[src/rtl/huffman_pkg.sv]
// Shared encodings and defaults for the Huffman frame controller.
// Imported by the request interface and the controller top.
package huffman_pkg;

  localparam int DEFAULT_BIT_WIDTH = 7;
  localparam int FRAME_CNT_W       = 10;

  localparam logic [2:0] ST_IDLE       = 3'd0;
  localparam logic [2:0] ST_CLEAR      = 3'd1;
  localparam logic [2:0] ST_LOAD       = 3'd2;
  localparam logic [2:0] ST_GAP        = 3'd3;
  localparam logic [2:0] ST_WAIT_TABLE = 3'd4;
  localparam logic [2:0] ST_DONE       = 3'd5;

  typedef enum logic [2:0] {
    IDLE       = ST_IDLE,
    CLEAR      = ST_CLEAR,
    LOAD       = ST_LOAD,
    GAP        = ST_GAP,
    WAIT_TABLE = ST_WAIT_TABLE,
    DONE       = ST_DONE
  } state_t;

endpackage

[src/rtl/huffman_frame_ctrl_if.sv]
// Two-channel symbol request bus: ch0 in the low data slice, ch1 in the high slice.
// master = symbol source, slave = frame controller.
interface huffman_frame_ctrl_if
  import huffman_pkg::*;
#(
  parameter int BIT_WIDTH = DEFAULT_BIT_WIDTH
);

  logic [1:0]                 req_valid;
  logic [2*(BIT_WIDTH+1)-1:0] req_data;
  logic [1:0]                 req_last;
  logic [1:0]                 req_ready;

  modport master (
    output req_valid,
    output req_data,
    output req_last,
    input  req_ready
  );

  modport slave (
    input  req_valid,
    input  req_data,
    input  req_last,
    output req_ready
  );

endinterface

[src/rtl/rr_arbiter_2.sv]
// Two-way round-robin arbiter: a lone requester wins, a tie goes to the pointer channel.
// Purely combinational; the pointer lives in the caller.
module rr_arbiter_2 (
  input  logic [1:0] req,
  input  logic       ptr,
  output logic [1:0] gnt
);

  always_comb begin
    // NOTE: every always_comb output gets a default first so no path can infer a latch.
    gnt = 2'b00;
    case (req)
      2'b01:   gnt = 2'b01;
      2'b10:   gnt = 2'b10;
      2'b11:   gnt = ptr ? 2'b10 : 2'b01;
      default: gnt = 2'b00;
    endcase
  end

endmodule

[src/rtl/huffman_frame_ctrl.sv]
// Frame scheduler sharing one Huffman encoder between two symbol sources.
// Define HUFF_FRAME_STATS_EN to add the frame_count / err_count statistics outputs.
module huffman_frame_ctrl
  import huffman_pkg::*;
#(
  parameter int BIT_WIDTH      = DEFAULT_BIT_WIDTH,
  parameter int FRAME_LEN      = 100,
  parameter int CLEAR_CYCLES   = 2,
  parameter int TIMEOUT_CYCLES = 4096
) (
  input  logic                   clock,
  input  logic                   rst,
  huffman_frame_ctrl_if.slave    req,
  output logic                   enc_rst,
  output logic [BIT_WIDTH:0]     enc_data,
  output logic                   enc_data_enable,
  input  logic                   enc_out_valid,
  input  logic                   enc_out_last,
  output logic                   grant_id,
  output logic                   busy,
  output logic                   frame_done,
  output logic [FRAME_CNT_W-1:0] frame_len,
  output logic                   gap_term,
  output logic                   timeout_err
`ifdef HUFF_FRAME_STATS_EN
  ,
  output logic [15:0]            frame_count,
  output logic [7:0]             err_count
`endif
);

  localparam int SW    = BIT_WIDTH + 1;
  localparam int TO_W  = (TIMEOUT_CYCLES > 1) ? $clog2(TIMEOUT_CYCLES) : 1;
  localparam int CLR_W = $clog2(CLEAR_CYCLES + 1);

  state_t                 state, state_n;
  logic                   ptr;
  logic [1:0]             gnt;
  logic [1:0]             ready_q;
  logic [FRAME_CNT_W-1:0] sym_cnt;
  logic [CLR_W-1:0]       clr_cnt;
  logic [TO_W-1:0]        wait_cnt;
  logic                   gap_seen;

  logic          sel_valid, sel_last, accept, load_end, bubble;
  logic          table_done, wait_expire, timeout_hit;
  logic [SW-1:0] sel_data;

  rr_arbiter_2 u_arb (
    .req (req.req_valid),
    .ptr (ptr),
    .gnt (gnt)
  );

  assign req.req_ready = ready_q;

  assign sel_valid   = req.req_valid[grant_id];
  assign sel_last    = req.req_last[grant_id];
  assign sel_data    = grant_id ? req.req_data[2*SW-1:SW] : req.req_data[SW-1:0];
  assign accept      = (state == LOAD) && sel_valid && ready_q[grant_id];
  // Length limit fires on the beat that brings the count to FRAME_LEN, so a
  // req_last on that same beat closes just this one frame.
  assign load_end    = accept && (sel_last || (sym_cnt == FRAME_CNT_W'(FRAME_LEN - 1)));
  assign bubble      = (state == LOAD) && !sel_valid && (sym_cnt != '0);
  assign table_done  = enc_out_valid && enc_out_last;
  assign wait_expire = (wait_cnt == TO_W'(TIMEOUT_CYCLES - 1));
  assign timeout_hit = (state == WAIT_TABLE) && !table_done && wait_expire;

  always_comb begin
    state_n = state;
    case (state)
      IDLE:       if (|req.req_valid) state_n = CLEAR;
      CLEAR:      if (clr_cnt == CLR_W'(CLEAR_CYCLES - 1)) state_n = LOAD;
      LOAD:       if (load_end || bubble) state_n = GAP;
      GAP:        state_n = WAIT_TABLE;
      WAIT_TABLE: if (table_done || wait_expire) state_n = DONE;
      DONE:       state_n = IDLE;
      default:    state_n = IDLE;
    endcase
  end

  // NOTE: sequential state uses non-blocking assignments so every flop samples pre-edge values.
  always_ff @(posedge clock or negedge rst) begin
    if (!rst) state <= IDLE;
    else      state <= state_n;
  end

  // Outputs are registered from the next state so they line up with the state register.
  always_ff @(posedge clock or negedge rst) begin
    if (!rst) begin
      enc_rst         <= 1'b1;
      enc_data        <= '0;
      enc_data_enable <= 1'b0;
      grant_id        <= 1'b0;
      busy            <= 1'b0;
      frame_done      <= 1'b0;
      frame_len       <= '0;
      gap_term        <= 1'b0;
      timeout_err     <= 1'b0;
      ready_q         <= 2'b00;
      ptr             <= 1'b0;
      sym_cnt         <= '0;
      clr_cnt         <= '0;
      wait_cnt        <= '0;
      gap_seen        <= 1'b0;
    end else begin
      enc_rst         <= (state_n == CLEAR);
      busy            <= (state_n != IDLE);
      ready_q         <= (state_n == LOAD) ? (grant_id ? 2'b10 : 2'b01) : 2'b00;
      enc_data_enable <= accept;
      timeout_err     <= timeout_hit;
      frame_done      <= (state == DONE);
      clr_cnt         <= (state == CLEAR) ? clr_cnt + 1'b1 : '0;
      wait_cnt        <= (state == WAIT_TABLE) ? wait_cnt + 1'b1 : '0;

      if (accept) begin
        enc_data <= sel_data;
        sym_cnt  <= sym_cnt + 1'b1;
      end
      if (bubble) gap_seen <= 1'b1;

      if ((state == IDLE) && (state_n == CLEAR)) begin
        grant_id <= (gnt == 2'b10);
        sym_cnt  <= '0;
        gap_seen <= 1'b0;
      end

      if (state == DONE) begin
        frame_len <= sym_cnt;
        gap_term  <= gap_seen;
        ptr       <= ~grant_id;
      end
    end
  end

`ifdef HUFF_FRAME_STATS_EN
  always_ff @(posedge clock or negedge rst) begin
    if (!rst) begin
      frame_count <= '0;
      err_count   <= '0;
    end else begin
      if (state == DONE) frame_count <= frame_count + 1'b1;
      if (timeout_hit && (err_count != 8'hFF)) err_count <= err_count + 1'b1;
    end
  end
`endif

endmodule

[src/flat_wrapper.sv]
// flat-port wrapper written by rule: the top's interface ports become plain ports
module huffman_frame_ctrl_flat import huffman_pkg::*;
#(
  parameter int BIT_WIDTH      = DEFAULT_BIT_WIDTH,
  parameter int FRAME_LEN      = 100,
  parameter int CLEAR_CYCLES   = 2,
  parameter int TIMEOUT_CYCLES = 4096
)
  (clock, rst, enc_rst, enc_data, enc_data_enable, enc_out_valid, enc_out_last, grant_id, busy, frame_done, frame_len, gap_term, timeout_err, req_req_valid, req_req_data, req_req_last, req_req_ready);
  huffman_frame_ctrl_if #(.BIT_WIDTH(BIT_WIDTH)) req_i ();
  input  logic clock;
  input  logic rst;
  output logic enc_rst;
  output logic [BIT_WIDTH:0] enc_data;
  output logic enc_data_enable;
  input  logic enc_out_valid;
  input  logic enc_out_last;
  output logic grant_id;
  output logic busy;
  output logic frame_done;
  output logic [FRAME_CNT_W-1:0] frame_len;
  output logic gap_term;
  output logic timeout_err;
  input wire logic [$bits(req_i.req_valid)-1:0] req_req_valid;
  input wire logic [$bits(req_i.req_data)-1:0] req_req_data;
  input wire logic [$bits(req_i.req_last)-1:0] req_req_last;
  output wire logic [$bits(req_i.req_ready)-1:0] req_req_ready;
  assign req_i.req_valid = req_req_valid;
  assign req_i.req_data = req_req_data;
  assign req_i.req_last = req_req_last;
  assign req_req_ready = req_i.req_ready;
  huffman_frame_ctrl #(.BIT_WIDTH(BIT_WIDTH), .FRAME_LEN(FRAME_LEN), .CLEAR_CYCLES(CLEAR_CYCLES), .TIMEOUT_CYCLES(TIMEOUT_CYCLES)) u_core (.clock(clock), .rst(rst), .req(req_i), .enc_rst(enc_rst), .enc_data(enc_data), .enc_data_enable(enc_data_enable), .enc_out_valid(enc_out_valid), .enc_out_last(enc_out_last), .grant_id(grant_id), .busy(busy), .frame_done(frame_done), .frame_len(frame_len), .gap_term(gap_term), .timeout_err(timeout_err));
endmodule
[config.mk]
export PLATFORM = sky130hd
export DESIGN_NAME = huffman_frame_ctrl_flat
export DESIGN_NICKNAME = d
export VERILOG_FILES = /design/src/rtl/huffman_pkg.sv /design/src/rtl/huffman_frame_ctrl_if.sv /design/src/rtl/rr_arbiter_2.sv /design/src/rtl/huffman_frame_ctrl.sv /design/src/flat_wrapper.sv
export SDC_FILE = /design/constraint.sdc
export NUM_CORES = 1
export LEC_CHECK = 0
export ABC_AREA = 1
export CAP_MARGIN = 10
export CORE_MARGIN = 10
export CORE_UTILIZATION = 45
export DETAILED_ROUTE_END_ITERATION = 8
export GPL_TIMING_DRIVEN = 0
export HOLD_SLACK_MARGIN = 0.06
export PLACE_DENSITY = 0.71
export SLEW_MARGIN = 20
export SYNTH_ARGS = -nofsm -noshare
export SYNTH_HDL_FRONTEND = slang
export SYNTH_SLANG_ARGS = --single-unit
[constraint.sdc]
create_clock -name clock -period 3.2 [get_ports clock]
set_input_delay 0.64 -clock clock [delete_from_list [all_inputs] [get_ports clock]]
set_output_delay 0.64 -clock clock [all_outputs]
set_load 0.05 [all_outputs]
==> flow_summary_export.csv <==
group,metric,value,unit
outcome,outcome,"finished clean",
grt,grt_pass1_vias,2132,
grt,grtUsageTotal,13.7,%
route,vias,2201,
worst_setup_path,worstPathArrival,1.62,ns
sta,min_period,2.26,ns
route,totalWireLength,5960,um
placement,gp_congestion,0.832,
synth,yosys_warnings,0,
flow_run,cap_violations,0,
final_layout,stdcell_count,439,
synth,synth_ff_type,"dfrtp_1",
power,vdd.ir_drop.worst,0.000423,V
worst_setup_path,r2r_setup_slack,1.60,ns
sta,setup_viol,0,
floorplan,die_area,9260,um^2
floorplan,initial_core_util,46.9,%
placement,io_buffers,50,
worst_setup_path,r2r_cells,8,
worst_setup_path,worst_r2r_startpoint,"u_core.wait_cnt[0]$_DFF_PN0_",
power,p_per_area,708,nW/um^2
clocking,htreeDepth,2,
clocking,root_buffer,"clkbuf_8",
final_layout,n_fill_cell,524,
worst_setup_path,crit_slowest_cell,"clkdlybuf4s50_1",
synth,synthCells,309,
grt,grt_max_degree,57,
route,via_per_inst,5.01,
floorplan,ios,51,
power,total_power,2.33,mW
worst_setup_path,crit_buf_inv,1,
placement,pre_cts_ws,0.912,ns
worst_setup_path,path_max_fanout,7,
clocking,postCtsSetupBuffers,0,
route,drc,0,
synth,synth_edf_count,0,
route,wl_per_cell,13.6,um
grt,grt_pass1_wl,10100,um
final_layout,nets,394,
synth,yosys_register_bits,56,
clocking,clock_latency,0.30,ns
sta,final_max_slew_viol_count,0,
clocking,clk_pin_slew,0.09,ns
power,power_leakage,1.48,nW
synth,async_flop_share,100,%
route,dr.pass1.iters,4,
sta,max_freq,0.442,GHz
sta,max_slew.worst_pin.slew,0.697,ns
clocking,cts_hold_buffers,0,
floorplan,core_area,5570,um^2
sta,worst_slack,0.937,ns
final_layout,drive_above_1_share,7.63,%
synth,syn-mean-instance-area,8.46,um^2
worst_setup_path,criticalPathCategory,"reg -> out",
clocking,cts_tree,"built",
floorplan,die_h,96.2,um
clocking,cts_buffers,5,
final_layout,syn_to_final_growth,25.9,%
final_layout,antenna_cells,0,
floorplan,rows,27,
worst_setup_path,end_kind,"output port",
clocking,cts_repair_resize_count,0,
placement,place_hpwl,4530,um
worst_setup_path,crit_family,"buffers and inverters",
synth,synth_cell_types,30,
grt,gr-total-overflow,0,
worst_setup_path,crit_chain,"clkdlybuf4s50_1",
final_layout,final_common_cell,"nand2_1",
sta,fin_crit_sh,70.7,%
synth,seq_area_frac_synth,53.7,%
clocking,ctsLongestPathBuffers,2,
placement,place_inst,431,
sta,hold_violations,0,
sta,rsz0062_at_grt,"false",
worst_setup_path,startpoint_type,"register",
clocking,clkSinkCount,56,
route,drt_iter0_drc,92,
floorplan,die_width,96.2,um
worst_setup_path,r2r-end,"u_core.req.req_ready[0]$_DFF_PN0_",
route,postRouteAntennaNets,0,
worst_setup_path,slowest_delay,0.85,ns
hold_path,hold_class,"in -> async",
synth,syn_nets,337,
sta,relSlewSlack,53.6,%
sta,skew,0.00235,ns
synth,netlist_area,2610,um^2
final_layout,mostFrequentLayoutCells,"nand2_1, dfrtp_1, clkdlybuf4s50_1, nor2_1, inv_1",
worst_setup_path,required,2.56,ns
grt,antenna_found_initial,0,
==> kinds of logic (layout without fill, tap and decap cells) <==
family / Yosys count / count (layout) / share of synthesized area (%)
XOR/XNOR: 2 / 2 / 0.670
buffers and inverters: 38 / 96 / 5.79
adder cells (fa/ha/maj): 4 / 4 / 1.91
flip-flops: 56 / 56 / 53.7
AND/OR/NAND/NOR: 158 / 158 / 26.8
AO/OA/AOI/OAI: 51 / 51 / 11.2
==> final cells by class <==
| type | count | area [um^2] | area share [%] |
|---|---|---|---|
| clock buffer | 8 | 90.1 | 2.74 |
| multi-input combinational | 215 | 1060 | 32.2 |
| tap | 72 | 90.1 | 2.74 |
| inverter | 32 | 120 | 3.65 |
| timing repair buffer | 50 | 498 | 15.1 |
| buffer | 6 | 31.3 | 0.950 |
| sequential | 56 | 1400 | 42.6 |
==> synthesized netlist by cell type, types with 2 or more instances <==
master	instances	area, um^2
nor3_2	3	30.0
xor2_1	2	17.5
or2_2	3	18.8
nand4_1	9	56.3
nor3_1	6	30.0
inv_2	5	18.8
o21ai_0	22	110
inv_1	27	101
dfrtp_1	55	1380
ha_1	4	50.1
nor2_1	44	165
nor2_2	2	12.5
a21oi_1	9	45.0
o31ai_1	8	60.1
nand3_1	15	75.1
nand2_1	72	270
o21ai_1	7	35.0
clkbuf_1	4	15.0
==> state kept, by name (all words and copies together), names as in the netlist <==
signal                  count
u_core.wait_cnt            12
u_core.frame_len           10
u_core.sym_cnt             10
u_core.enc_data             8
u_core.state                3
u_core.clr_cnt              2
u_core.req.req_ready        2
u_core.busy                 1
u_core.enc_data_enable      1
u_core.enc_rst              1
u_core.frame_done           1
u_core.gap_seen             1
u_core.gap_term             1
u_core.grant_id             1
u_core.ptr                  1
u_core.timeout_err          1
==> worst reg2reg max path, cell delays in order (launching register included) <==
cell and delay (ns):
dfrtp_1 0.38, ha_1 0.19, nand2_1 0.09, nor2_1 0.31
nand3_1 0.15, nand2_1 0.10, nand2_1 0.07, nand4_1 0.13
nor2_1 0.06
==> how the worst max path moves through the flow <==
stage / slack [ns] / depth (start not counted) / end / from
6_report: 0.94 / 1 / grant_id / u_core.grant_id$_DFFE_PN0P_
5_1_grt: 0.86 / 1 / grant_id / u_core.grant_id$_DFFE_PN0P_
4_1_cts: 0.91 / 1 / grant_id / u_core.grant_id$_DFFE_PN0P_
3_5_place_dp: 0.91 / 9 / u_core.sym_cnt[3]$_DFFE_PN0P_ / req_req_valid[0]
3_3_place_gp: -0.22 / 1 / u_core.sym_cnt[0]$_DFFE_PN0P_ / rst
2_1_floorplan: 1.57 / 8 / u_core.sym_cnt[3]$_DFFE_PN0P_ / u_core.grant_id$_DFFE_PN0P_
==> where the power goes <==
group          switching (mW)  leakage [nW]  internal [mW]  total [mW]
clock                   0.211        0.0455          0.177       0.388
combinational           0.706         0.665          0.311        1.02
sequential             0.0849         0.765          0.840       0.925
==> per-stage QoR <==
step | setup TNS, ns | cell area, um^2 | hold slack (ns) | utilization [%]
after floorplan | 0 | 2610 | 0.344 | -
after global placement | -11.96 | 3200 | 0.421 | 57.5
after detailed placement | 0 | 3200 | 0.431 | 57.4
after CTS | 0 | 3290 | 0.403 | 59.1
after global routing | 0 | 3290 | 0.430 | 59.1
final | 0 | 3290 | 0.371 | 59.1
==> per-layer routing <==
metal	GRT usage (%)	share of wire, %	vias to the layer above
met5	0	0	-
met4	3.93	1.0	0
met3	5.14	7.5	6
met2	21.3	45	52
met1	17.4	47	1018
li1	-	-	1125
Note: power is estimated with default switching activity, not from simulation.
